$ cat src/rtl/pe_conv_ctrl.sv
// Sequencer for one 1-D PE row convolution: loads filter taps and one ifmap row
// into the scratchpads, sweeps the window at a programmable stride, and hands each psum downstream.
module pe_conv_ctrl #(
    parameter int ADDR_W = 4,
    parameter int OUT_W  = 5
) (
    input  logic              clk,
    input  logic              rst,
    input  logic              start,
    input  logic [ADDR_W-1:0] filter_size,
    input  logic [ADDR_W-1:0] stride,
    input  logic [ADDR_W:0]   ifmap_len,
    input  logic              f_valid,
    output logic              f_ready,
    output logic              f_we,
    output logic [ADDR_W-1:0] f_addr,
    input  logic              i_valid,
    output logic              i_ready,
    output logic              i_we,
    output logic [ADDR_W-1:0] i_addr,
    output logic              mac_en,
    output logic              mac_clr,
    output logic              psum_valid,
    input  logic              psum_ready,
    output logic [OUT_W-1:0]  out_idx,
    output logic              busy,
    output logic              done,
    output logic              err
);

    localparam logic [2:0] S_IDLE   = 3'd0;
    localparam logic [2:0] S_LOAD_F = 3'd1;
    localparam logic [2:0] S_LOAD_I = 3'd2;
    localparam logic [2:0] S_MAC    = 3'd3;
    localparam logic [2:0] S_WRITE  = 3'd4;
    localparam logic [2:0] S_DONE   = 3'd5;

    logic [2:0]        state_q, state_d;
    logic [ADDR_W-1:0] fcnt_q, fcnt_d;
    logic [ADDR_W-1:0] icnt_q, icnt_d;
    logic [ADDR_W-1:0] base_q, base_d;
    logic [OUT_W-1:0]  oidx_q, oidx_d;
    logic [ADDR_W-1:0] fs_q, fs_d;
    logic [ADDR_W-1:0] st_q, st_d;
    logic [ADDR_W:0]   len_q, len_d;
    logic              err_q, err_d;

    logic              cfg_bad;
    logic              last_f;
    logic              last_i;
    logic [ADDR_W+1:0] next_base;
    logic [ADDR_W+1:0] win_end;
    logic              win_fits;

    assign cfg_bad = (filter_size == '0) || (stride == '0) || (ifmap_len == '0) ||
                     ({1'b0, filter_size} > ifmap_len);

    // fcnt serves as the filter write pointer in LOAD_F and the tap index in MAC
    assign last_f = (fcnt_q == fs_q - {{(ADDR_W-1){1'b0}}, 1'b1});
    assign last_i = ({1'b0, icnt_q} == len_q - {{ADDR_W{1'b0}}, 1'b1});

    // Window-end check is done two bits wider so base+stride+fs never wraps
    assign next_base = {2'b00, base_q} + {2'b00, st_q};
    assign win_end   = next_base + {2'b00, fs_q};
    assign win_fits  = (win_end <= {1'b0, len_q});

    always_comb begin
        state_d = state_q;
        fcnt_d  = fcnt_q;
        icnt_d  = icnt_q;
        base_d  = base_q;
        oidx_d  = oidx_q;
        fs_d    = fs_q;
        st_d    = st_q;
        len_d   = len_q;
        err_d   = 1'b0;
        case (state_q)
            S_IDLE: begin
                if (start) begin
                    if (cfg_bad) begin
                        err_d = 1'b1;
                    end else begin
                        fs_d    = filter_size;
                        st_d    = stride;
                        len_d   = ifmap_len;
                        fcnt_d  = '0;
                        icnt_d  = '0;
                        state_d = S_LOAD_F;
                    end
                end
            end
            S_LOAD_F: begin
                if (f_valid) begin
                    if (last_f) begin
                        fcnt_d  = '0;
                        state_d = S_LOAD_I;
                    end else begin
                        fcnt_d = fcnt_q + 1'b1;
                    end
                end
            end
            S_LOAD_I: begin
                if (i_valid) begin
                    if (last_i) begin
                        icnt_d  = '0;
                        base_d  = '0;
                        oidx_d  = '0;
                        state_d = S_MAC;
                    end else begin
                        icnt_d = icnt_q + 1'b1;
                    end
                end
            end
            S_MAC: begin
                if (last_f) begin
                    fcnt_d  = '0;
                    state_d = S_WRITE;
                end else begin
                    fcnt_d = fcnt_q + 1'b1;
                end
            end
            S_WRITE: begin
                if (psum_ready) begin
                    if (win_fits) begin
                        base_d  = next_base[ADDR_W-1:0];
                        oidx_d  = oidx_q + 1'b1;
                        state_d = S_MAC;
                    end else begin
                        state_d = S_DONE;
                    end
                end
            end
            S_DONE:  state_d = S_IDLE;
            default: state_d = S_IDLE;
        endcase
    end

    always_ff @(posedge clk or posedge rst) begin
        if (rst) begin
            state_q <= S_IDLE;
            fcnt_q  <= '0;
            icnt_q  <= '0;
            base_q  <= '0;
            oidx_q  <= '0;
            fs_q    <= '0;
            st_q    <= '0;
            len_q   <= '0;
            err_q   <= 1'b0;
        end else begin
            state_q <= state_d;
            fcnt_q  <= fcnt_d;
            icnt_q  <= icnt_d;
            base_q  <= base_d;
            oidx_q  <= oidx_d;
            fs_q    <= fs_d;
            st_q    <= st_d;
            len_q   <= len_d;
            err_q   <= err_d;
        end
    end

    // Outputs decode straight from state so an async reset clears them at once
    always_comb begin
        f_ready    = (state_q == S_LOAD_F);
        f_we       = f_ready & f_valid;
        i_ready    = (state_q == S_LOAD_I);
        i_we       = i_ready & i_valid;
        mac_en     = (state_q == S_MAC);
        mac_clr    = mac_en && (fcnt_q == '0);
        psum_valid = (state_q == S_WRITE);
        busy       = (state_q != S_IDLE);
        done       = (state_q == S_DONE);
        err        = err_q;
        f_addr     = (f_ready || mac_en) ? fcnt_q : '0;
        if (i_ready)     i_addr = icnt_q;
        else if (mac_en) i_addr = base_q + fcnt_q;
        else             i_addr = '0;
        out_idx    = (mac_en || psum_valid) ? oidx_q : '0;
    end

endmodule
$ cat config.mk
export PLATFORM = sky130hd
export DESIGN_NAME = pe_conv_ctrl
export DESIGN_NICKNAME = d
export VERILOG_FILES = /design/src/rtl/pe_conv_ctrl.sv
export SDC_FILE = /design/constraint.sdc
export NUM_CORES = 1
export LEC_CHECK = 0
export BUFFER_PORTS_ARGS = -buffer_cell sky130_fd_sc_hd__buf_4
export CAP_MARGIN = 20
export CORE_ASPECT_RATIO = 0.7
export CORE_MARGIN = 10
export CORE_UTILIZATION = 57
export DETAILED_ROUTE_END_ITERATION = 6
export HOLD_SLACK_MARGIN = 0.1
export PLACE_DENSITY = 0.83
export SKIP_LAST_GASP = 1
export SLEW_MARGIN = 40
export SYNTH_ARGS = -nofsm -noshare
export SYNTH_HDL_FRONTEND = slang
export SYNTH_SLANG_ARGS = --single-unit
$ cat constraint.sdc
create_clock -name clk -period 4.1 [get_ports clk]
set_clock_uncertainty 0.1 [all_clocks]
set_input_delay 0.205 -clock clk [delete_from_list [all_inputs] [get_ports clk]]
set_output_delay 0.205 -clock clk [all_outputs]
set_load 0.02 [all_outputs]
# [Yosys cells after proc, flatten, opt, wreduce, memory -nomap -nowiden]
# Index checks and enable logic that the tools add are counted.
[word_totals] register_bits=34 output_inout_bits=23 wordCells=93
[op_classes] n_addsub=8 order_cmp=2 n_eq_ne=16 n_mux=35 n_bitwise=3 n_reduce_logical=20
[ops] cell="$mux W4" count=13
[ops] cell="$mux W3" count=9
[ops] cell="$mux W5" count=5
[ops] cell="$pmux W4 S2" count=2
[ops] cell="$pmux W3 S5" count=1
[ops] cell="$logic_not A4 Y1" count=3
[ops] cell="$pmux W4 S3" count=1
[ops] cell="$ne A2 B1 Y1 const B" count=5
[ops] cell="$pmux W5 S2" count=1
[ops] cell="$add A4 B1 Y4 const B" count=2
[ops] cell="$ne A2 B2 Y1 const B" count=4
[ops] cell="$reduce_and A4 Y1" count=2
[ops] cell="$reduce_and A8 Y1" count=1
[ops] cell="$add A5 B4 Y6" count=1
[ops] cell="$eq A3 B2 Y1 const B" count=2
[ops] cell="$eq A3 B3 Y1 const B" count=2
[ops] cell="$le A6 B5 Y1" count=1
[ops] cell="$reduce_bool A3 Y1" count=2
[ops] cell="$add A4 B4 Y5" count=1
[ops] cell="$add A5 B1 Y5 const B" count=1
[ops] cell="$eq A4 B5 Y1" count=1
[ops] cell="$gt A4 B5 Y1" count=1
[ops] cell="$logic_not A5 Y1" count=1
[ops] cell="$logic_or A1 B1 Y1" count=5
[ops] cell="other kinds (13)" count=17

# [Longest topological paths before layout]
# Gate-level depths: netlist of run 1.
[logic_depth] depth_word=7 depth_mapped=16 depth_no_buf=15

# [Least setup slack after synthesis of run 1]
# OpenSTA, ideal clock, no wires.
[synth_timing] path_type="register to register" start="register base_q[0]" end="register oidx_q[0]" setup_time_ps=125 t_arrival_ps=3354 setup_slack_ps=522 stages_incl_launch_ff=17 path_buffers=1 synth_period_minus_slack_ps=3578 path_cell_list="dfrtp_1 ha_1 inv_1 fa_1 inv_1 ha_1 a21o_1 a21oi_1 xnor2_1 ha_1 o21ai_0 a21oi_1 o31ai_1 a31oi_2 or2_1 clkbuf_1 mux2_2"
[synth_via] elab_chain_cells=5
[synth_rtl] element="start, declared" line_no="41" text="logic [ADDR_W-1:0] base_q, base_d;"
[synth_rtl] element="start signal, assigned" line_no="153" text="base_q <= base_d;"
[synth_rtl] element="$add A4 B4 Y5" line_no="63" text="assign next_base = {2'b00, base_q} + {2'b00, st_q};"
[synth_rtl] element="$add A5 B4 Y6" line_no="64" text="assign win_end = next_base + {2'b00, fs_q};"
[synth_rtl] element="$le A6 B5 Y1" line_no="65" text="assign win_fits = (win_end <= {1'b0, len_q});"
[synth_rtl] element="$ne A2 B1 Y1 (no source line)"
[synth_rtl] element="$reduce_and A5 Y1 (no source line)"
[synth_rtl] element="end signal, assigned" line_no="154" text="oidx_q <= oidx_d;"
[synth_rtl] element="end, declared" line_no="42" text="logic [OUT_W-1:0] oidx_q, oidx_d;"
# Every way passes these cells.
# A chain may end at the register's enable or synchronous reset.

# [Final worst setup path of run 1]
# Same ends and word-level chain as after synthesis.

==> key figures, run 1 <==
Run status
  – Status: finished, final reports clean

Die
  – Number of I/O pins: 42
  – Chip width: slightly above 100 um
  – Core Area: 0.00438 sq mm
  – Rows: 20
  – Initial core utilization: 59.2%
  – Die area: slightly below 0.008 sq mm
  – Die Y: between 70 and 80 um

Route
  – Vias per std cell: ~5.8
  – Drt initial violations: 108
  – Detailed Route WL: around 6.5 mm
  – Detailed-route DRC error count: 0
  – Pre-Repair DR Iteration Count: 4
  – Vias: 2255
  – Routed len/inst: between 15 and 20 um
  – Final ANT Viol Nets: 0

Worst setup path
  – Reg2reg start: base_q[0]
  – Slowest CP cell: fa_1
  – Max stage delay on crit path: 0.47 ns
  – RR Endpoint: oidx_q[0]
  – Crit-path leading delay family: adder cells
  – CP required: around 4.2 ns
  – Data arrival, critical path: between 3 and 4 ns
  – Cells along the critical path: ha_1, inv_1, fa_1, inv_1, fa_1, a21o_1, a21oi_1, xnor2_1, ha_1, nor2_1, a21oi_1, o31ai_2, a31oi_2, or2_1, mux2_2
  – Worst reg2reg path depth: 15
  – Flop2flop setup slack: around 0.33 ns
  – Worst path bufs/invs: 2
  – Setup Crit Path Kind: reg2reg
  – Critical Path End Type: register
  – Startpoint types: register
  – Crit-path max FO: 7

Placement
  – Port Buf Inserts: 41
  – Cell Area, Placed: 0.00295 sq mm
  – Pre-CTS setup slack: between 0.2 and 0.3 ns
  – GP Congestion: about 0.96
  – DP HPWL: 5.04 mm

Logic synthesis
  – Net Count, Synth: around 330
  – Predominant post-synthesis flop cell: dfrtp_1
  – #FFs+latches synth: 34
  – Most frequent cell after synthesis: dfrtp_1
  – Synth Instances: 278
  – Synthesized area per cell: around 9.3 sq um
  – Synth cell types: 53
  – EDFF count, synth: 0
  – Top cells by area, synth: dfrtp_1, ha_1, mux2_2
  – Synthesized area: 0.00259 sq mm
  – Synth warnings: 0
  – Area leader, netlist: dfrtp_1
  – Yosys top cell area share: roughly a third
  – Ys async rst share: 100%
  – Register area share after synthesis: around a third
  – Post-synth top cells: dfrtp_1, inv_1, ha_1

Clock tree
  – Total CTS buffers: 5
  – CTS sink count: 34
  – Clk root buf: clkbuf_8
  – CTS tree: yes
  – H-tree depth: 2
  – Clk buf depth: 2
  – CTS clk-pin slew, worst paths: ~0.07 ns
  – Clk Latency, worst-skew pair: 0.29 ns

Final layout
  – Final nets: 380
  – Area occupied by multi-input gates: about 0.0016 sq mm
  – Area Growth Syn to Fin: 21.8%
  – Ant diodes: 0
  – Share of cells above drive strength 1: ~22%
  – Area taken by flip-flops and latches: approximately 850 sq um
  – Design Area, Final: ~0.0032 sq mm
  – # fillers: 340

Timing
  – Relative slew slack: between 50% and 60%
  – Worst setup margin: between 0.3 and 0.4 ns
  – Fmax: approximately 0.27 GHz
  – Slew Limit Fails: 0
  – Worst-Margin Slew: approximately 0.73 ns
  – Part of the cycle the worst path needs: between 90% and 100%
  – Final Setup Violations: 0
  – Unrepaired setup endpoints after global routing: false
  – Tmin final: 3.77 ns
  – Final Hold Viols: 0
  – Post-Route Setup TNS: 0 ns

GRT
  – Global route overflow: 0
  – Vias in the first global route: 2190
  – First-pass GRT wire length: between 10 and 15 mm
  – Total GRT Usage: between 10% and 20%
  – Largest net degree at the start of global routing: 35
  – Initial antenna violation count: 0

Hold path
  – Worst Hold Class: in2reg
  – Min-Delay Path Depth: 3
  – Hold Crit Endpoint: fs_q[0]
  – Hold path start: filter_size[0]

Pwr
  – Total power: around 830 uW
  – Peak VDD IR: around 240 uV
  – Pwr dens: ~260 mW/mm^2
  – Leakage power: between 1.5 and 2 nW

Flow run
  – Max-cap viol count: 0
worst max path at each step:
stage	endpoint	slack, ns	startpoint	depth (start not counted)
2_1_floorplan	oidx_q[0]	0.52	base_q[0]	16
3_3_place_gp	oidx_q[0]	0.39	base_q[0]	15
3_5_place_dp	oidx_q[0]	0.29	base_q[0]	15
4_1_cts	oidx_q[0]	0.27	base_q[0]	15
5_1_grt	oidx_q[4]	0.11	base_q[0]	15
6_report	oidx_q[0]	0.33	base_q[0]	15
worst reg2reg max path: stages (launching register included):
cell and delay (ns):
dfrtp_1 0.39, ha_1 0.18, inv_1 0.05, fa_1 0.47, inv_1 0.07, fa_1 0.43
a21o_1 0.19, a21oi_1 0.19, xnor2_1 0.18, ha_1 0.29, nor2_1 0.12, a21oi_1 0.06
o31ai_2 0.09, a31oi_2 0.21, or2_1 0.36, mux2_2 0.29
through the flow:
stage,utilization [%],std cells,hold WS [ns]
after CTS,72.0,388,0.112
after global routing,72.1,388,0.128
after floorplan,-,278,0.215
after global placement,67.4,369,0.229
final,72.1,388,0.115
after detailed placement,67.4,369,0.251
routing by layer:
metal	track usage, %	part of all wire, %	up-vias	routed length [um]
li1	-	-	1103	-
met1	22.9	46	1079	2990
met2	25.6	47	65	3020
met3	4.62	6.2	8	402
met4	5.92	1.2	0	79
met5	0	0	-	0
cell usage in the layout (no fill, tap or decap), types with 3 or more instances in the layout:
cell           synthesis  layout
inv_1                 28      28
nor3_1                 7       7
nor2b_1                9       9
a211oi_1               3       3
nand4_1                3       3
xnor2_1               14      14
dlygate4sd3_1          0      11
a22o_1                 7       7
o31ai_1                5       4
nor2_1                20      20
ha_1                  26      26
xor2_1                 4       4
buf_4                  0      43
nand2_1               16      16
nand2b_1               4       4
nor4_1                 3       3
fa_1                   3       3
nand3_1                6       6
a21o_1                 5       5
mux2_2                12      12
clkbuf_8               0       6
or4_1                  3       3
o21ai_0               13      13
dfrtp_1               34      34
a21oi_1               11      11
sequential cells by signal, indices dropped and copies added, names as in the netlist:
register / cells
len_q: 5
fcnt_q: 4
oidx_q: 5
fs_q: 4
base_q: 4
st_q: 4
state_q: 3
icnt_q: 4
err: 1
final cells by class:
type / instances / area share [%]
Multi-Input combinational cell: 207 / 50.7
Sequential cell: 34 / 26.9
Timing Repair Buffer: 54 / 13.7
Clock inverter: 1 / 0.158
Inverter: 30 / 3.57
Tap cell: 55 / 2.18
Clock buffer: 7 / 2.73
cell families after synthesis:
family                   Yosys count  share of synthesized area, %
flip-flops                        34                          32.8
multiplexers                      12                          5.21
AO/OA/AOI/OAI                     62                          17.1
buffers and inverters             37                          5.69
AND/OR/NAND/NOR                   86                          18.2
adder cells (fa/ha/maj)           29                          14.9
XOR/XNOR                          18                          6.08
repair_timing:
| action | CTS | global route |
|---|---|---|
| hold buffers | 11 | 0 |
| setup endpoints to repair | 0 | 1 |
| buffers inserted | 0 | 0 |
| resized for setup | 0 | 1 |
| hold endpoints to repair | 44 | 0 |
report_power, final:
part           switching (mW)  leakage, nW  internal [mW]
logic                  0.0925         1.06         0.0892
clock network           0.128       0.0482          0.136
registers              0.0332        0.444          0.353
Power figures use the tool's default switching activity.
==> run 2: changes to the inputs <==
- CTS_BUF_LIST: unset -> sky130_fd_sc_hd__clkbuf_16
==> run 2 against run 1 <==
  * Maximum frequency shrank 0.38%
  * Non-clock buffer count shrank 2
  * Wire length grew 0.85%
  * Register-to-register slack is essentially flat
  * Power grew 11%
  * Design area grew 0.83%
  * Die area is the same
  * Clock-buffer cell count shrank 2
  * Sequential cell count is the same
  * Sequential power is essentially flat
  * Via count grew 0.44%
  * Largest power group unchanged
==> key figures, run 2 (synthesis results as in run 1) <==
Run status
  – Status: finished, final reports clean

Route
  – Routed len/inst: 17.0 um
  – Drt initial violations: ~120
  – Final ANT Viol Nets: 0
  – Pre-Repair DR Iteration Count: 4
  – Detailed-route DRC error count: 0
  – Detailed Route WL: around 6.6 mm
  – Vias per std cell: just under 6
  – Vias: 2265

Timing
  – Unrepaired setup endpoints after global routing: false
  – Final Setup Violations: 0
  – Final Hold Viols: 0
  – Worst-Margin Slew: slightly above 0.7 ns
  – Tmin final: ~3.8 ns
  – Slew Limit Fails: 0
  – Fmax: 0.264 GHz
  – Relative slew slack: 51.5%
  – Part of the cycle the worst path needs: about 92%
  – Post-Route Setup TNS: 0 ns

Die
  – Rows: 20
  – Die area: about 0.0077 sq mm
  – Number of I/O pins: 42
  – Chip width: just over 100 um
  – Die Y: roughly 76 um
  – Core Area: between 0.004 and 0.005 sq mm
  – Initial core utilization: between 50% and 60%

Clock tree
  – Clk buf depth: 2
  – CTS tree: yes
  – Post-CTS setup buffers: 0
  – Clk Latency, worst-skew pair: roughly 0.28 ns
  – Clk root buf: clkbuf_16
  – CTS sink count: 34
  – CTS clk-pin slew, worst paths: about 0.050 ns
  – H-tree depth: 2
  – Total CTS buffers: 5

Pwr
  – Clock share of power: about two fifths
  – Switch share: approximately 29%
  – Internal power: between 600 and 700 uW
  – Reported net switching power: roughly 260 uW
  – Leakage power: 1.56 nW
  – Comb power frac: between 10% and 20%
  – Power share of the sequential group: a little over two fifths
  – Total power: about 930 uW
  – Pwr dens: 291 mW/mm^2
  – Peak VDD IR: about 280 uV

Worst setup path
  – Cells along the critical path: ha_1, inv_1, fa_1, xnor2_1, ha_1, a21o_1, a21oi_1, xnor2_1, ha_1, nor2_1, a21oi_1, o31ai_2, a31oi_2, or2_1, mux2_2
  – Slowest CP cell: fa_1
  – Max stage delay on crit path: ~0.4 ns
  – CP required: 4.16 ns
  – Startpoint types: register
  – Data arrival, critical path: 3.85 ns
  – Crit-path max FO: 7
  – Setup Crit Path Kind: reg2reg
  – Critical Path End Type: register
  – Crit path top cell by count: ha_1

Final layout
  – Final nets: roughly 380
  – Commonest cells after routing, fill and taps aside: buf_4, dfrtp_1, inv_1
  – Commonest non-fill, non-tap cell in the layout: buf_4
  – Biggest regs: len_q (5), oidx_q (5)
  – Ant diodes: 0
  – Area Growth Syn to Fin: 22.8%
  – Share of cells above drive strength 1: a little over a fifth
  – # fillers: between 300 and 400

GRT
  – Global route overflow: 0
  – Largest net degree at the start of global routing: 35
  – Vias in the first global route: about 2.2k
  – Total GRT Usage: ~17%
  – Initial antenna violation count: 0
  – First-pass GRT wire length: roughly 11 mm

Hold path
  – Worst Hold Class: in2reg

Placement
  – Port Buf Inserts: between 40 and 50
  – DP HPWL: about 5 mm
  – GP Congestion: 0.957

Flow run
  – Max-cap viol count: 0
[run 2: cell count changes in the layout (fill, tap and decap cells not counted)]
cell,delta
dlygate4sd3_1,-2
clkbuf_8,-6
clkbuf_16,+5
clkbuf_1,-1
clkinv_1,+1
inv_1,+1
[run 2: final cells by class]
class,instances,area [sq um],area share [%]
clock inverters,3,12.5,0.393
repair buffers,52,413,13.0
flip-flops and latches,34,851,26.7
clock buffers,5,125,3.93
inverters,30,113,3.54
well taps,55,68.8,2.16
multi-input cells,207,1600,50.3
[run 2: power groups by stage]
stage | Combinational (mW) | Clock (mW) | Sequential [mW]
after global placement | 0.168 | 0 | 0.391
after floorplan | 0.109 | 0 | 0.382
after CTS | 0.182 | 0.360 | 0.386
final | 0.180 | 0.358 | 0.387
after detailed placement | 0.174 | 0 | 0.392
after global routing | 0.200 | 0.377 | 0.391
[run 2: what timing repair did]
item,in CTS,in global routing
resized for setup,0,1
endpoints found under the setup margin,0,2
hold endpoints to repair,42,0
hold buffers,9,0
[run 2: final timing paths]
path | startpoint | to | slack [ns] | cells after the start
max | base_q[0] | oidx_q[0] | 0.31 | 15
min | filter_size[3] | fs_q[3] | 0.1 | 2
max reg2reg | base_q[0] | oidx_q[0] | 0.31 | 15
min reg2reg | st_q[2] | st_q[2] | 0.42 | 1
max in group asynchronous | rst | st_q[1] | 3.08 | 4
min in group asynchronous | rst | icnt_q[1] | 0.50 | 4
[run 2: worst max-delay path, delay by kind of cell (launching register included)]
kind | cells | cell delay (ns)
xor+xnor | 2 | 0.44
simple gates | 2 | 0.47
compound gates | 5 | 0.71
flops | 1 | 0.39
fa+ha+maj | 4 | 1.20
buf+inv | 1 | 0.06
mux | 1 | 0.29
[run 2: through the flow]
step / utilization [%] / cells / hold slack (ns) / cell area [sq um] / setup WS [ns]
2_1_floorplan: - / 278 / 0.215 / 2590 / 0.522
3_3_place_gp: 67.4 / 369 / 0.229 / 2950 / 0.394
3_5_place_dp: 67.4 / 369 / 0.251 / 2950 / 0.292
4_1_cts: 72.6 / 386 / 0.101 / 3180 / 0.258
5_1_grt: 72.7 / 386 / 0.111 / 3180 / 0.103
6_report: 72.7 / 386 / 0.0994 / 3180 / 0.315
[run 2: routing by layer]
metal / up-vias / share of wire (%) / track usage, %
met1: 1054 / 43 / 22.9
met2: 98 / 46 / 26.0
li1: 1100 / - / -
met4: 0 / 1.7 / 6.62
met3: 13 / 8.9 / 4.53
met5: - / 0 / 0
==> run 3: changes to the inputs <==
==> constraint.sdc (replaced) <==
create_clock -name clk -period 4.1 [get_ports clk]
set_clock_uncertainty 0.1 [all_clocks]
set_input_delay 0.41 -clock clk [delete_from_list [all_inputs] [get_ports clk]]
set_output_delay 0.41 -clock clk [all_outputs]
set_load 0.02 [all_outputs]
==> run 3 against run 2 <==
  * Combinational power down 4%
  * Clock power about the same
  * Clock-buffer cell count unchanged
  * Design area down 2.8%
  * Die area unchanged
  * Largest power group unchanged
  * Final cell count down 2.3%
  * Critical path type unchanged
  * Highest routed layer unchanged
  * Power down 0.70%
==> key figures, run 3 (synthesis results as in run 1) <==
Placement
  – Pre-CTS setup slack: about 0.3 ns
  – Port Buf Inserts: ~40
  – Dpl cells: ~370
  – GP Congestion: between 0.9 and 1
  – DP HPWL: slightly above 5 mm

Die
  – Number of I/O pins: 42
  – Core Area: around 0.0044 sq mm
  – Rows: 20
  – Chip width: between 100 and 150 um
  – Initial core utilization: between 50% and 60%
  – Die Y: between 70 and 80 um
  – Die area: between 0.007 and 0.008 sq mm

GRT
  – Initial antenna violation count: 0
  – Vias in the first global route: between 2k and 2.5k
  – Global route overflow: 0
  – First-pass GRT wire length: ~11 mm
  – Largest net degree at the start of global routing: 35
  – Total GRT Usage: roughly 17%

Timing
  – Unrepaired setup endpoints after global routing: false
  – Worst-Margin Slew: around 0.72 ns
  – Post-Route Setup TNS: 0 ns
  – Relative slew slack: 51.3%
  – Part of the cycle the worst path needs: between 90% and 100%
  – Final Hold Viols: 0
  – Final Setup Violations: 0
  – Fmax: approximately 0.27 GHz
  – Slew Limit Fails: 0
  – Hold slack: 0.144 ns
  – Worst setup margin: 0.333 ns
  – Tmin final: about 3.8 ns

Final layout
  – Commonest cells after routing, fill and taps aside: buf_4, dfrtp_1, inv_1
  – Area Growth Syn to Fin: 19.3%
  – Final nets: approximately 370
  – Ant diodes: 0
  – Biggest regs: len_q (5), oidx_q (5)
  – Finished Layout Cells: approximately 380
  – Commonest non-fill, non-tap cell in the layout: buf_4
  – Share of cells above drive strength 1: roughly 22%

Clock tree
  – H-tree depth: 2
  – Post-CTS setup buffers: 0
  – CTS tree: yes
  – CTS sink count: 34
  – Hold buffer count at cts: 0
  – Total CTS buffers: 5
  – Clk buf depth: 2
  – Clk Latency, worst-skew pair: 0.28 ns
  – CTS clk-pin slew, worst paths: approximately 0.05 ns
  – Clk root buf: clkbuf_16

Worst setup path
  – Reg2reg start: base_q[0]
  – Cells along the critical path: ha_1, inv_1, fa_1, inv_1, fa_1, a21o_1, a21oi_1, xnor2_1, ha_1, nor2_1, a21oi_1, o31ai_2, a31oi_2, or2_1, mux2_2
  – Max stage delay on crit path: between 0.4 and 0.5 ns
  – CP startpoint: base_q[0]
  – Startpoint types: register
  – Crit-path leading delay family: adder cells
  – Flop2flop setup slack: around 0.33 ns
  – CP required: around 4.2 ns
  – Worst path bufs/invs: 2
  – Crit-path max FO: 7
  – Slowest CP cell: fa_1
  – Critical Path End Type: register
  – Setup Crit Path Kind: reg2reg
  – Data arrival, critical path: around 3.8 ns

Route
  – Vias: about 2.2k
  – Routed len/inst: 17.0 um
  – Drt initial violations: 126
  – Uppermost layer routed: met4
  – Routed wl met2: between 2 and 3 mm
  – Met1 WL: about 2.9 mm
  – Detailed Route WL: about 6.4 mm
  – Detailed-route DRC error count: 0
  – Met3 wire length: ~500 um
  – Vias per std cell: between 5 and 6
  – Final ANT Viol Nets: 0
  – Pre-Repair DR Iteration Count: 4

Pwr
  – Leakage power: about 1.5 nW
  – Peak VDD IR: between 200 and 300 uV
  – Pwr dens: roughly 300 mW/mm^2
  – Total power: ~920 uW

Hold path
  – Worst Hold Class: in2async

Flow run
  – Max-cap viol count: 0

Run status
  – Status: finished, final reports clean
## run 3: cell types whose count changed in the layout (fill, tap and decap cells not counted), sizes merged
| cell | before | now |
|---|---|---|
| dlygate4sd3 | 9 | 0 |
## run 3: cell type report
cell class | count | area (sq um)
Clock buffer | 5 | 125
Fill cell | 344 | 1280
Tap cell | 55 | 68.8
Clock inverter | 3 | 12.5
Inverter | 30 | 113
Multi-Input combinational cell | 207 | 1600
Sequential cell | 34 | 851
Timing Repair Buffer | 43 | 323
## run 3: worst min-delay path: stages
cell	delay (ns)
buf_4	0.11
inv_1	0.04
buf_4	0.39
## run 3: what timing repair did
item	4_1_cts	5_1_grt
endpoints found under the hold margin	0	0
gates resized for setup	0	1
setup endpoints to repair	0	2
## run 3: per-stage QoR
step | util, % | instance area, sq um
2_1_floorplan | - | 2590
3_3_place_gp | 67.4 | 2950
3_5_place_dp | 67.4 | 2950
4_1_cts | 70.5 | 3090
5_1_grt | 70.7 | 3090
6_report | 70.7 | 3090
## run 3: path summary, 6_finish.rpt
path,endpoint,cells past startpoint
setup / recovery,oidx_q[0],15
hold / removal,icnt_q[2],3
setup reg to reg,oidx_q[0],15
hold reg to reg,st_q[2],1
max in group asynchronous,st_q[1],3
min in group clk,st_q[3],2
## run 3: power by group
group          switching (mW)  leakage (nW)  internal (mW)  total [mW]
registers              0.0335         0.444          0.354       0.388
logic                  0.0908          1.01         0.0824       0.173
clock network           0.139        0.0724          0.219       0.359
## run 3: routing by layer
metal	global-route usage (%)	vias to the layer above
li1	-	1085
met1	22.9	1038
met2	24.8	84
met3	4.44	11
met4	6.20	0
met5	0	-
